**config.mk**
```make
export PLATFORM = sky130hd
export DESIGN_NAME = branch_ctrl_unit
export DESIGN_NICKNAME = d
export VERILOG_FILES = /design/src/rtl/bru_pkg.sv /design/src/rtl/lifo_stack.sv /design/src/rtl/branch_ctrl_unit.sv
export SDC_FILE = /design/constraint.sdc
export NUM_CORES = 1
export LEC_CHECK = 0
export CAP_MARGIN = 20
export CORE_MARGIN = 2
export CORE_UTILIZATION = 42
export DETAILED_ROUTE_END_ITERATION = 6
export SLEW_MARGIN = 20
export SYNTH_ARGS = -nofsm -noshare
export SYNTH_HDL_FRONTEND = slang
export SYNTH_HIERARCHICAL = 1
export SYNTH_SLANG_ARGS = --single-unit
```
**constraint.sdc**
```tcl
create_clock -name clk -period 3.1 [get_ports clk]
set_clock_uncertainty 0.1 [all_clocks]
set_input_delay 0.465 -clock clk [delete_from_list [all_inputs] [get_ports clk]]
set_output_delay 0.465 -clock clk [all_outputs]
set_load 0.005 [all_outputs]
```
**src/rtl/bru_pkg.sv**
```systemverilog
// bru_pkg: shared defaults, flag indices and interrupt-depth selection (BRU_NESTED_INT_EN)
package bru_pkg;
   localparam int ADDR_W_DEF = 16;
   localparam int FLAG_W_DEF = 3;
   localparam int FLAG_P     = 2;
   localparam int FLAG_N     = 1;
   localparam int FLAG_Z     = 0;
`ifdef BRU_NESTED_INT_EN
   localparam bit NESTED_INT_EN = 1'b1;
`else
   localparam bit NESTED_INT_EN = 1'b0;
`endif
   // Without nesting only one interrupt PC is ever saved.
   function automatic int int_depth_eff(input int depth);
      return NESTED_INT_EN ? depth : 1;
   endfunction
endpackage

```
**src/rtl/lifo_stack.sv**
```systemverilog
// lifo_stack: circular LIFO with top-of-stack read, saturating count and overwrite-oldest on full
module lifo_stack #(
   parameter int WIDTH = 16,
   parameter int DEPTH = 8
) (
   input  logic                       clk,
   input  logic                       rst,
   input  logic                       i_push,
   input  logic                       i_pop,
   input  logic [WIDTH-1:0]           i_data,
   output logic [WIDTH-1:0]           o_top,
   output logic [$clog2(DEPTH+1)-1:0] o_count,
   output logic                       o_full,
   output logic                       o_empty
);
   localparam int PW = (DEPTH > 1) ? $clog2(DEPTH) : 1;
   localparam int CW = $clog2(DEPTH+1);
   logic [WIDTH-1:0] r_mem [DEPTH];
   logic [PW-1:0]    r_wp;
   logic [CW-1:0]    r_cnt;
   logic [PW-1:0]    w_wp_inc;
   logic [PW-1:0]    w_wp_dec;
   // Write pointer neighbours, wrapping modulo DEPTH; top sits just below the write pointer.
   always_comb begin
      w_wp_inc = (r_wp == PW'(DEPTH-1)) ? '0 : r_wp + PW'(1);
      w_wp_dec = (r_wp == '0) ? PW'(DEPTH-1) : r_wp - PW'(1);
      o_top    = r_mem[w_wp_dec];
      o_count  = r_cnt;
      o_full   = (r_cnt == CW'(DEPTH));
      o_empty  = (r_cnt == '0);
   end
   // Pointer and count; push wins over pop, a full push overwrites the oldest entry.
   always_ff @(posedge clk) begin
      if (rst) begin
         r_wp  <= '0;
         r_cnt <= '0;
      end else if (i_push) begin
         r_wp  <= w_wp_inc;
         r_cnt <= o_full ? r_cnt : r_cnt + CW'(1);
      end else if (i_pop && !o_empty) begin
         r_wp  <= w_wp_dec;
         r_cnt <= r_cnt - CW'(1);
      end
   end
   // Storage is not reset and not cleared on pop.
   always_ff @(posedge clk) begin
      if (i_push && !rst) r_mem[r_wp] <= i_data;
   end
endmodule

```
**src/rtl/branch_ctrl_unit.sv**
```systemverilog
// branch_ctrl_unit: flag-conditioned branches, return-address stack and interrupt PC stack (BRU_NESTED_INT_EN enables nesting)
module branch_ctrl_unit
   import bru_pkg::*;
#(
   parameter int ADDR_W    = ADDR_W_DEF,
   parameter int FLAG_W    = FLAG_W_DEF,
   parameter int RAS_DEPTH = 8,
   parameter int INT_DEPTH = 4
) (
   input  logic                                           clk,
   input  logic                                           rst,
   input  logic [ADDR_W-1:0]                              i_pc,
   input  logic [ADDR_W-1:0]                              i_target,
   input  logic                                           i_br,
   input  logic                                           i_call,
   input  logic                                           i_ret,
   input  logic [FLAG_W-1:0]                              i_cond,
   input  logic                                           i_flag_we,
   input  logic [FLAG_W-1:0]                              i_flags_in,
   input  logic                                           i_int_in,
   input  logic                                           i_err_clr,
   output logic [ADDR_W-1:0]                              o_branch_addr,
   output logic                                           o_branch_taken,
   output logic                                           o_int_ack,
   output logic                                           o_int_state,
   output logic [$clog2(int_depth_eff(INT_DEPTH)+1)-1:0]  o_int_level,
   output logic [$clog2(RAS_DEPTH+1)-1:0]                 o_ras_count,
   output logic                                           o_ras_ovf,
   output logic                                           o_ras_unf
);
   localparam int INT_EFF = int_depth_eff(INT_DEPTH);
   logic [FLAG_W-1:0] r_flags;
   logic              r_ovf;
   logic              r_unf;
   logic [ADDR_W-1:0] w_int_top;
   logic [ADDR_W-1:0] w_ras_top;
   logic              w_int_full;
   logic              w_int_empty;
   logic              w_ras_full;
   logic              w_ras_empty;
   logic              w_ret_act;
   logic              w_int_pop;
   logic              w_ras_push;
   logic              w_ras_pop;
   logic              w_ovf_ev;
   logic              w_unf_ev;
   // An accepted interrupt suppresses br/call/ret for the cycle; ret drains interrupt PCs before the RAS.
   always_comb begin
      o_int_ack      = i_int_in & ~w_int_full;
      w_ret_act      = i_ret & ~o_int_ack;
      o_branch_taken = ~o_int_ack & ((i_br & |(i_cond & r_flags)) | i_ret);
      w_int_pop      = w_ret_act & ~w_int_empty;
      w_ras_pop      = w_ret_act & w_int_empty & ~w_ras_empty;
      w_unf_ev       = w_ret_act & w_int_empty & w_ras_empty;
      w_ras_push     = o_branch_taken & i_call & ~i_ret;
      w_ovf_ev       = w_ras_push & w_ras_full;
      o_branch_addr  = ~w_ret_act ? i_target : ~w_int_empty ? w_int_top : ~w_ras_empty ? w_ras_top : '0;
      o_int_state    = ~w_int_empty;
      o_ras_ovf      = r_ovf;
      o_ras_unf      = r_unf;
   end
   // Flags and sticky errors; a new error in the same cycle beats err_clr.
   always_ff @(posedge clk) begin
      if (rst) begin
         r_flags <= '0;
         r_ovf   <= 1'b0;
         r_unf   <= 1'b0;
      end else begin
         if (i_flag_we) r_flags <= i_flags_in;
         r_ovf <= w_ovf_ev ? 1'b1 : i_err_clr ? 1'b0 : r_ovf;
         r_unf <= w_unf_ev ? 1'b1 : i_err_clr ? 1'b0 : r_unf;
      end
   end
   lifo_stack #(.WIDTH(ADDR_W), .DEPTH(RAS_DEPTH)) u_ras (
      .clk     (clk),
      .rst     (rst),
      .i_push  (w_ras_push),
      .i_pop   (w_ras_pop),
      .i_data  (ADDR_W'(i_pc + ADDR_W'(1))),
      .o_top   (w_ras_top),
      .o_count (o_ras_count),
      .o_full  (w_ras_full),
      .o_empty (w_ras_empty)
   );
   lifo_stack #(.WIDTH(ADDR_W), .DEPTH(INT_EFF)) u_int (
      .clk     (clk),
      .rst     (rst),
      .i_push  (o_int_ack),
      .i_pop   (w_int_pop),
      .i_data  (i_pc),
      .o_top   (w_int_top),
      .o_count (o_int_level),
      .o_full  (w_int_full),
      .o_empty (w_int_empty)
   );
endmodule
```
==> results.json, run 1 <==
{
  "overflow": 0,
  "core_area_um2": 16520,
  "dpl_cell_area_um2": 8332,
  "max_freq_mhz": 328.7,
  "start_util": 0.4290,
  "htreeDepth": 4,
  "rsz0062_at_grt": "true",
  "finalWorstSetupSlack_ps": 57.40,
  "design_power_total_mw": 4.611,
  "cp_num_buf_inv": 5,
  "area_growth_pct": 30.41,
  "antenna_cells": 0,
  "synth_xor_area_frac": 0.02224,
  "synth_edf_count": 144,
  "first_iter_violations": 282,
  "fin_area_um2": 9245,
  "syn-num-nets": 517,
  "critPathTopFamily": "buffers and inverters",
  "synth_compound_area_frac": 0.1062,
  "routed_wl_mm": 18.52,
  "clk_pin_slew_worst_paths_ps": 60,
  "min_path_type": "reg2reg",
  "fin_hold_ws_ps": 374.1,
  "tightest_slew_ps": 637.0,
  "finalMaxSlewViolations": 0,
  "synth_mux_area_frac": 0.1082,
  "period_share": 0.9815,
  "drv_cap": 0,
  "die_h_um": 133.9,
  "dieArea_um2": 17930,
  "worstPathRequired_ps": 2530,
  "finalSetupViolCount": 0,
  "mostFrequentLayoutCells": "144 x edfxtp_1, 55 x clkdlybuf4s50_1, 47 x buf_4, 34 x a21oi_1, 25 x nand2_1",
  "power.leakage_nw": 3.144,
  "worst_setup_path_start_kind": "register",
  "ys_warn_count": 6,
  "port_buffers": 71,
  "drt-vias-per-instance": 5.576,
  "yosys_register_bits": 157,
  "critPathKind": "reg2out",
  "drive_gt1_frac": 0.3133,
  "synth_seq_area_share": 0.6467,
  "yosys.area_share.simple": 0.06742,
  "cts_tree": "built",
  "grt_pass1_vias": 4610,
  "power_per_cell_area_nw_per_um2": 498.8,
  "synth_top_family_by_area": "multiplexers",
  "slowest_stage": "dfxtp_2",
  "vias": 4572,
  "syn_area_um2": 7089,
  "clock_latency_ps": 420,
  "firstDrtPassIters": 5,
  "maxSlewHeadroom": 0.5723,
  "critPathMaxStageDelay_ps": 320,
  "ant_nets": 0,
  "grt_max_degree": 26,
  "end_kind": "primary output",
  "drc_errors": 0,
  "synth_fa_ha_area_frac": 0.01518,
  "grt_pass1_wl_mm": 27.87,
  "avgSynthCellArea_um2": 15.31,
  "dpl.hpwl_mm": 11.99,
  "antenna_found_initial": 0,
  "cts_buffers": 17,
  "ios": 72,
  "wl_per_cell_um": 22.59,
  "rows": 47,
  "place_ws_ps": -0.5553,
  "min_period_ps": 3043,
  "ir_worst_vdd_uv": 393.1,
  "cts-root-buf": "clkbuf_16",
  "finalSetupTns_ps": 0,
  "ys_dominant_reg_cell": "edfxtp_1",
  "ys_types": 55,
  "clk_path_buf_depth": 2,
  "grt_usage": 0.2149,
  "crit_path_cell_trace": "inv_2, ha_4, ha_4, nor2b_4, buf_12, buf_12, buf_4, a22oi_2, o221ai_1, mux2_4, a22oi_2, a21oi_1, buf_2",
  "critical_path.max_fanout": 6,
  "nets": 643,
  "die_w_um": 133.9,
  "syn_inst": 463,
  "mostFrequentLayoutCell": "edfxtp_1",
  "clock_sinks": 157,
  "status": "completed",
  "gp_congestion": 0.7849,
  "postCtsHoldBufs": 0,
  "async_reset_ff_frac": 0,
  "hold_viol_final": 0,
  "crit_arrival_ps": 2480
}
## report_power, final
| part | leakage, nW | switching, mW | internal (mW) |
|---|---|---|---|
| Sequential | 1.41 | 0.00726 | 2.33 |
| Clock | 0.264 | 0.775 | 1.16 |
| Combinational | 1.47 | 0.176 | 0.158 |
| Total | 3.14 | 0.958 | 3.65 |
## flip-flops by register name, summed over array words and instances, names as in the netlist
signal	cells
u_ras/r_wp	3
u_int/o_count	1
r_flags	3
o_ras_unf	1
u_ras/o_count	4
u_ras/r_mem	128
u_int/r_mem	16
o_ras_ovf	1
## cell usage after synthesis, types with 3 or more instances
cell      instances  area (um^2)
o21ai_1           3        15.01
xor2_1           11        96.34
ha_1              7        87.58
nor3_1            8        40.04
nand2_1          27        101.4
nand2b_1          3        18.77
buf_6             6        67.56
mux2_4            6        90.09
a22oi_1          25        187.7
a21oi_1          36        180.2
dfxtp_1          13        260.3
edfxtp_1        144         4324
xnor2_1           7        61.31
mux2i_1          20        200.2
nand3_1           7        35.03
nor2_1           22        82.58
clkbuf_1          5        18.77
o221ai_2          6        90.09
buf_2            12        60.06
o221ai_1         10        87.58
mux2_2           10        112.6
mux4_2            8        180.2
o21ai_0           4        20.02
a22oi_2           6        75.07
mux4_1            7        183.9
nor4_2            4        50.05
inv_1            12        45.04
## final timing paths
| kind | start | to | slack (ps) | cells past startpoint |
|---|---|---|---|---|
| min | o_ras_ovf$_SDFFE_PP0P_ | o_ras_ovf$_SDFFE_PP0P_ | 370 | 1 |
| max | u_ras/r_wp[1]$_SDFFE_PP0P_ | o_branch_addr[6] | 60 | 13 |
| max reg2reg | u_int/o_count$_SDFFE_PP0P_ | u_ras/o_count[3]$_SDFFE_PP0P_ | 570 | 8 |
| min reg2reg | o_ras_ovf$_SDFFE_PP0P_ | o_ras_ovf$_SDFFE_PP0P_ | 370 | 1 |
## worst register-to-register path: stages, from the launching register on
cell      delay [ps]
dfxtp_1          340
inv_1            150
clkinv_1         450
buf_12           340
nor3_1           320
nor2_1            90
a21oi_2          270
and4_1           250
o311a_1          170
## cell type report
type,count,area (um^2)
fillers,1307,7279
flip-flops and latches,157,4587
multi-input cells,264,2485
repair buffers,134,1303
clock buffers,20,436.7
well taps,220,275.3
clock inverters,10,100.1
inverters,15,58.81
## routing by layer
| layer | global-route usage | wire length [um] | vias to the layer above |
|---|---|---|---|
| li1 | - | - | 2086 |
| met1 | 0.2733 | 8043 | 2340 |
| met2 | 0.3732 | 9435 | 131 |
| met3 | 0.04460 | 816 | 15 |
| met4 | 0.06087 | 229 | 0 |
| met5 | 0 | 0 | - |
## stage by stage
step	instances	utilization
floorplan	463	-
global placement	776	0.5042
detailed placement	776	0.5042
CTS	818	0.5566
global route	820	0.5595
finish	820	0.5595
## logic make-up after synthesis
kind of cell | Yosys count
flip-flops | 157
buffers and inverters | 42
AND/OR/NAND/NOR | 86
adder cells (fa/ha/maj) | 8
AO/OA/AOI/OAI | 101
multiplexers | 51
XOR/XNOR | 18
## what timing repair did
item                       4_1_cts  5_1_grt
pin swaps                        7        9
setup buffers                   10        2
resized for setup               76       30
gates cloned                     2        0
setup endpoints to repair       16       15
No activity file was read; power rests on OpenSTA's default activity.
==> inputs of run 2 (changes only) <==
--- a/config.mk
+++ b/config.mk
@@ -6,6 +6,7 @@
 export NUM_CORES = 1
 export LEC_CHECK = 0
 export CAP_MARGIN = 20
+export CORE_ASPECT_RATIO = 0.8
 export CORE_MARGIN = 2
 export CORE_UTILIZATION = 42
 export DETAILED_ROUTE_END_ITERATION = 6
==> results.json, run 2 (synthesized netlist as in run 1, its figures left out) <==
{
  "grt_usage": 0.2113,
  "largest_reg_flops": 128,
  "power_frac_comb": 0.070,
  "critPathLaunch": "u_ras/r_wp[1]$_SDFFE_PP0P_",
  "fin_area_um2": 9279,
  "firstDrtPassIters": 4,
  "hold_viol_final": 0,
  "drv_cap": 0,
  "max_freq_mhz": 322.4,
  "design_power_total_mw": 4.784,
  "clk_path_buf_depth": 2,
  "cts-root-buf": "clkbuf_16",
  "sequentialPowerShare": 0.489,
  "p_int_mw": 3.760,
  "ff2ff_path_depth": 8,
  "htreeDepth": 4,
  "clock_latency_ps": 420,
  "reg2reg_from": "u_int/o_count$_SDFFE_PP0P_",
  "mostFrequentLayoutCell": "edfxtp_1",
  "n_fill_cell": 1321,
  "power.leakage_nw": 3.144,
  "die_w_um": 149.3,
  "rows": 42,
  "core_area_um2": 16550,
  "area_growth_pct": 30.89,
  "first_iter_violations": 288,
  "routed_wl_mm": 18.24,
  "rsz0062_at_grt": "true",
  "crit_arrival_ps": 2540,
  "period_share": 1.000,
  "start_util": 0.4283,
  "min_period_ps": 3101,
  "cts_tree": "built",
  "port_buffers": 71,
  "reg2reg_slack_ps": 440,
  "wl_per_cell_um": 22.14,
  "min_path_type": "reg2reg",
  "critPathKind": "reg2out",
  "cts_buffers": 17,
  "drt-vias-per-instance": 5.544,
  "status": "complete, but fails checks",
  "nets": 645,
  "overflow": 0,
  "end_kind": "primary output",
  "power_per_cell_area_nw_per_um2": 515.6,
  "grt_pass1_vias": 4607,
  "ant_nets": 0,
  "antenna_found_initial": 0,
  "cp-endpoint": "o_branch_addr[9]",
  "dpl_cell_area_um2": 8392,
  "regMostFlops": "u_ras/r_mem",
  "p_clk_frac": 0.441,
  "mostFrequentLayoutCells": "144 x edfxtp_1, 55 x clkdlybuf4s50_1, 51 x buf_4, 30 x a21oi_1, 26 x nand2_1",
  "antenna_cells": 0,
  "violations": "negative setup slack",
  "r2r_end": "u_ras/r_wp[1]$_SDFFE_PP0P_",
  "finalWorstSetupSlack_ps": -1.479,
  "dpl.hpwl_mm": 11.90,
  "fin_hold_ws_ps": 381.6,
  "dieArea_um2": 17940,
  "critical_path.max_fanout": 5,
  "multi_input_area_um2": 2455,
  "final_util": 0.5605,
  "finalSetupViolCount": 1,
  "clk_pin_slew_worst_paths_ps": 60,
  "clock_sinks": 157,
  "worstPathRequired_ps": 2530,
  "drc_errors": 0,
  "grt_max_degree": 26,
  "ir_worst_vdd_uv": 372.1,
  "drive_gt1_frac": 0.3195,
  "tightest_slew_ps": 660.0,
  "min_path_cells": 2,
  "maxSlewHeadroom": 0.5573,
  "grt_pass1_wl_mm": 27.41,
  "gp_congestion": 0.7839,
  "vias": 4568,
  "ios": 72,
  "worst_setup_path_start_kind": "register",
  "finalMaxSlewViolations": 0,
  "min-delay-start": "o_ras_unf$_SDFFE_PP0P_",
  "postCtsHoldBufs": 0,
  "switching_share": 0.2141,
  "p_switching_mw": 1.024,
  "seq_area_um2": 4587,
  "die_h_um": 120.2
}
## run 2: cell count changes in the layout (fill, tap and decap cells not counted), sizes merged
cell         previous run  this run
bufinv                  2         3
dlygate4sd2             1         3
inv                    14        16
clkinvlp                1         2
bufbuf                  1         0
buf                    67        66
## run 2: power by group through the flow
| stage | Sequential (mW) | Combinational [mW] | Clock, mW |
|---|---|---|---|
| 6_report | 2.34 | 0.336 | 2.11 |
| 5_1_grt | 2.34 | 0.364 | 2.23 |
| 4_1_cts | 2.34 | 0.330 | 2.14 |
| 3_5_place_dp | 2.38 | 0.336 | 0 |
| 3_3_place_gp | 2.38 | 0.331 | 0 |
| 2_1_floorplan | 2.38 | 0.139 | 0 |
## run 2: cell type report
cell class	instances	share of cell area
sequential	157	0.4943
multi-input combinational	264	0.2646
timing repair buffer	136	0.1408
clock buffer	18	0.04625
tap	220	0.02967
clock inverter	14	0.01807
inverter	15	0.006338
## run 2: worst min path at each step
stage	endpoint	slack (ps)
CTS	o_ras_unf$_SDFFE_PP0P_	380
detailed placement	o_ras_unf$_SDFFE_PP0P_	370
finish	o_ras_unf$_SDFFE_PP0P_	380
global placement	o_ras_unf$_SDFFE_PP0P_	360
global route	o_ras_unf$_SDFFE_PP0P_	410
floorplan	o_ras_unf$_SDFFE_PP0P_	360
## run 2: metrics by stage
stage	TNS, ps	setup WS, ps	std cells
after global placement	-48.13	-41.17	779
after CTS	-324.4	-80.08	821
final	-1.479	-1.479	824
after floorplan	0	49.59	463
after detailed placement	-178.8	-61.52	779
after global routing	-339.1	-71.72	824
## run 2: timing repair
item	4_1_cts	5_1_grt
pin swaps	21	15
cloned	1	1
endpoints found under the setup margin	16	16
setup buffers	9	2
resized for setup	53	42
## run 2: worst max-delay path, stage by stage, from the launching register on
cell,delay [ps]
dfxtp_2,350
inv_2,50
ha_4,160
ha_4,180
inv_4,80
nand2_8,70
buf_12,140
buf_6,110
mux4_2,280
mux2_4,280
a22oi_2,170
a21oi_1,100
buf_2,130
## run 2: per-layer routing
| layer | up-vias | share of wire | track usage |
|---|---|---|---|
| met5 | - | 0 | 0 |
| met4 | 0 | 0.015 | 0.06786 |
| met3 | 20 | 0.054 | 0.04604 |
| met2 | 137 | 0.48 | 0.3482 |
| met1 | 2321 | 0.45 | 0.2814 |
| li1 | 2090 | - | - |
==> inputs of run 3 (changes only) <==
==> constraint.sdc (replaced) <==
create_clock -name clk -period 3.8 [get_ports clk]
set_clock_uncertainty 0.1 [all_clocks]
set_input_delay 0.57 -clock clk [delete_from_list [all_inputs] [get_ports clk]]
set_output_delay 0.57 -clock clk [all_outputs]
set_load 0.005 [all_outputs]
==> results.json, run 3 (synthesized netlist as in run 1, its figures left out) <==
{
  "dieArea_um2": 17940,
  "tightest_slew_ps": 787.2,
  "ant_nets": 0,
  "ios": 72,
  "clk_pin_slew_worst_paths_ps": 60,
  "grt_pass1_vias": 4320,
  "maxSlewHeadroom": 0.4720,
  "finalSetupTns_ps": 0,
  "postCtsHoldBufs": 0,
  "clk_path_buf_depth": 2,
  "top_layer_used": "met4",
  "antenna_found_initial": 0,
  "power_per_cell_area_nw_per_um2": 441.1,
  "end_kind": "primary output",
  "place_ws_ps": 257.9,
  "cts-root-buf": "clkbuf_16",
  "n_fill_cell": 1355,
  "dpl_cell_area_um2": 8184,
  "finalSetupViolCount": 0,
  "regMostFlops": "u_ras/r_mem",
  "finalWorstSetupSlack_ps": 136.4,
  "start_util": 0.4283,
  "critical_path.max_fanout": 7,
  "crit_arrival_ps": 2990,
  "period_share": 0.9641,
  "die_w_um": 149.3,
  "dpl.hpwl_mm": 11.60,
  "drv_cap": 0,
  "die_h_um": 120.2,
  "critPathKind": "reg2out",
  "seq_area_um2": 4587,
  "drt-met1-wl_mm": 7.859,
  "overflow": 0,
  "wl_per_cell_um": 21.83,
  "mostFrequentLayoutCells": "144 x edfxtp_1, 71 x clkdlybuf4s50_1, 38 x buf_4, 35 x a21oi_1, 26 x nand2_1",
  "reg2reg_slack_ps": 1160,
  "min_path_cells": 2,
  "wl_met2_mm": 8.487,
  "gp_congestion": 0.7863,
  "first_iter_violations": 301,
  "drive_gt1_frac": 0.2264,
  "min_path_type": "reg2reg",
  "max_freq_mhz": 273.0,
  "area_growth_pct": 25.59,
  "firstDrtPassIters": 4,
  "reg2reg_from": "u_int/o_count$_SDFFE_PP0P_",
  "mostFrequentLayoutCell": "edfxtp_1",
  "hold_viol_final": 0,
  "port_buffers": 71,
  "cts_buffers": 17,
  "nets": 624,
  "grt_usage": 0.2018,
  "ff2ff_path_depth": 9,
  "worstPathRequired_ps": 3130,
  "htreeDepth": 4,
  "rows": 42,
  "power.leakage_nw": 2.966,
  "routed_wl_mm": 17.53,
  "min_period_ps": 3664,
  "status": "completed",
  "clock_sinks": 157,
  "worst_setup_path_start_kind": "register",
  "wl_met3_mm": 1.009,
  "largest_reg_flops": 128,
  "design_power_total_mw": 3.927,
  "drt-vias-per-instance": 5.503,
  "ir_worst_vdd_uv": 275.8,
  "clock_latency_ps": 420,
  "cts_tree": "built",
  "grt_pass1_wl_mm": 26.10,
  "holdPathEnd": "o_ras_unf$_SDFFE_PP0P_",
  "final_util": 0.5379,
  "r2r_end": "u_ras/o_count[3]$_SDFFE_PP0P_",
  "fin_area_um2": 8904,
  "min-delay-start": "o_ras_unf$_SDFFE_PP0P_",
  "core_area_um2": 16550,
  "drc_errors": 0,
  "vias": 4419,
  "grt_max_degree": 21,
  "antenna_cells": 0,
  "multi_input_area_um2": 2292,
  "finalMaxSlewViolations": 0
}
## run 3: changes by cell type in the layout (fill, tap and decap cells not counted), moves of 7 or more
| cell | previous run | this run |
|---|---|---|
| clkdlybuf4s50_1 | 55 | 71 |
| a22oi_1 | 11 | 25 |
| a22oi_2 | 20 | 6 |
| buf_4 | 51 | 38 |
| clkbuf_2 | 8 | 0 |
| buf_12 | 9 | 2 |
| mux2_2 | 3 | 10 |
| mux2_4 | 13 | 6 |
## run 3: through the flow
step	cells	hold slack (ps)
2_1_floorplan	463	355.3
3_3_place_gp	763	358.0
3_5_place_dp	763	361.7
4_1_cts	795	372.5
5_1_grt	803	403.9
6_report	803	373.2
## run 3: worst max-delay path by stage
stage / slack, ps / startpoint / end / depth (start not counted)
finish: 140 / u_ras/r_wp[1]$_SDFFE_PP0P_ / o_branch_addr[14] / 12
global route: -7 / u_ras/r_wp[1]$_SDFFE_PP0P_ / o_branch_addr[1] / 11
floorplan: 670 / u_ras/r_wp[0]$_SDFFE_PP0P_ / o_branch_addr[14] / 14
global placement: 360 / u_ras/r_wp[1]$_SDFFE_PP0P_ / o_branch_addr[9] / 11
CTS: 20 / u_ras/r_wp[1]$_SDFFE_PP0P_ / o_branch_addr[14] / 12
detailed placement: 260 / u_ras/r_wp[1]$_SDFFE_PP0P_ / o_branch_addr[4] / 11
## run 3: cell type report
class	count	share of cell area
Clock inverter	14	0.02080
Clock buffer	18	0.04820
Multi-Input combinational cell	264	0.2574
Tap cell	220	0.03092
Inverter	15	0.006324
Timing Repair Buffer	115	0.1211
Sequential cell	157	0.5152
## run 3: layer usage
| metal | up-vias | track usage |
|---|---|---|
| met5 | - | 0 |
| met4 | 0 | 0.05238 |
| met3 | 16 | 0.04755 |
| met2 | 139 | 0.3220 |
| met1 | 2209 | 0.2809 |
| li1 | 2055 | - |
## run 3: timing repair
item                       in CTS  in global routing
hold endpoints to repair        0                  0
setup endpoints to repair      16                 13
gates cloned                    0                  1
buffers inserted                0                  7
gates resized for setup         4                  8
## run 3: worst max-delay path, stage by stage, from the launching register on
cell	delay, ps
dfxtp_2	350
inv_1	60
ha_1	210
ha_4	210
inv_2	90
nand2_2	110
buf_6	160
mux4_2	270
mux2_4	270
nand2_1	60
o2bb2ai_1	60
mux2_2	260
clkdlybuf4s50_1	440
## run 3: power by group
part	total, mW	internal [mW]	switching, mW
logic	0.266	0.129	0.137
registers	1.91	1.90	0.00488
clock network	1.75	1.05	0.706
total	3.93	3.08	0.848
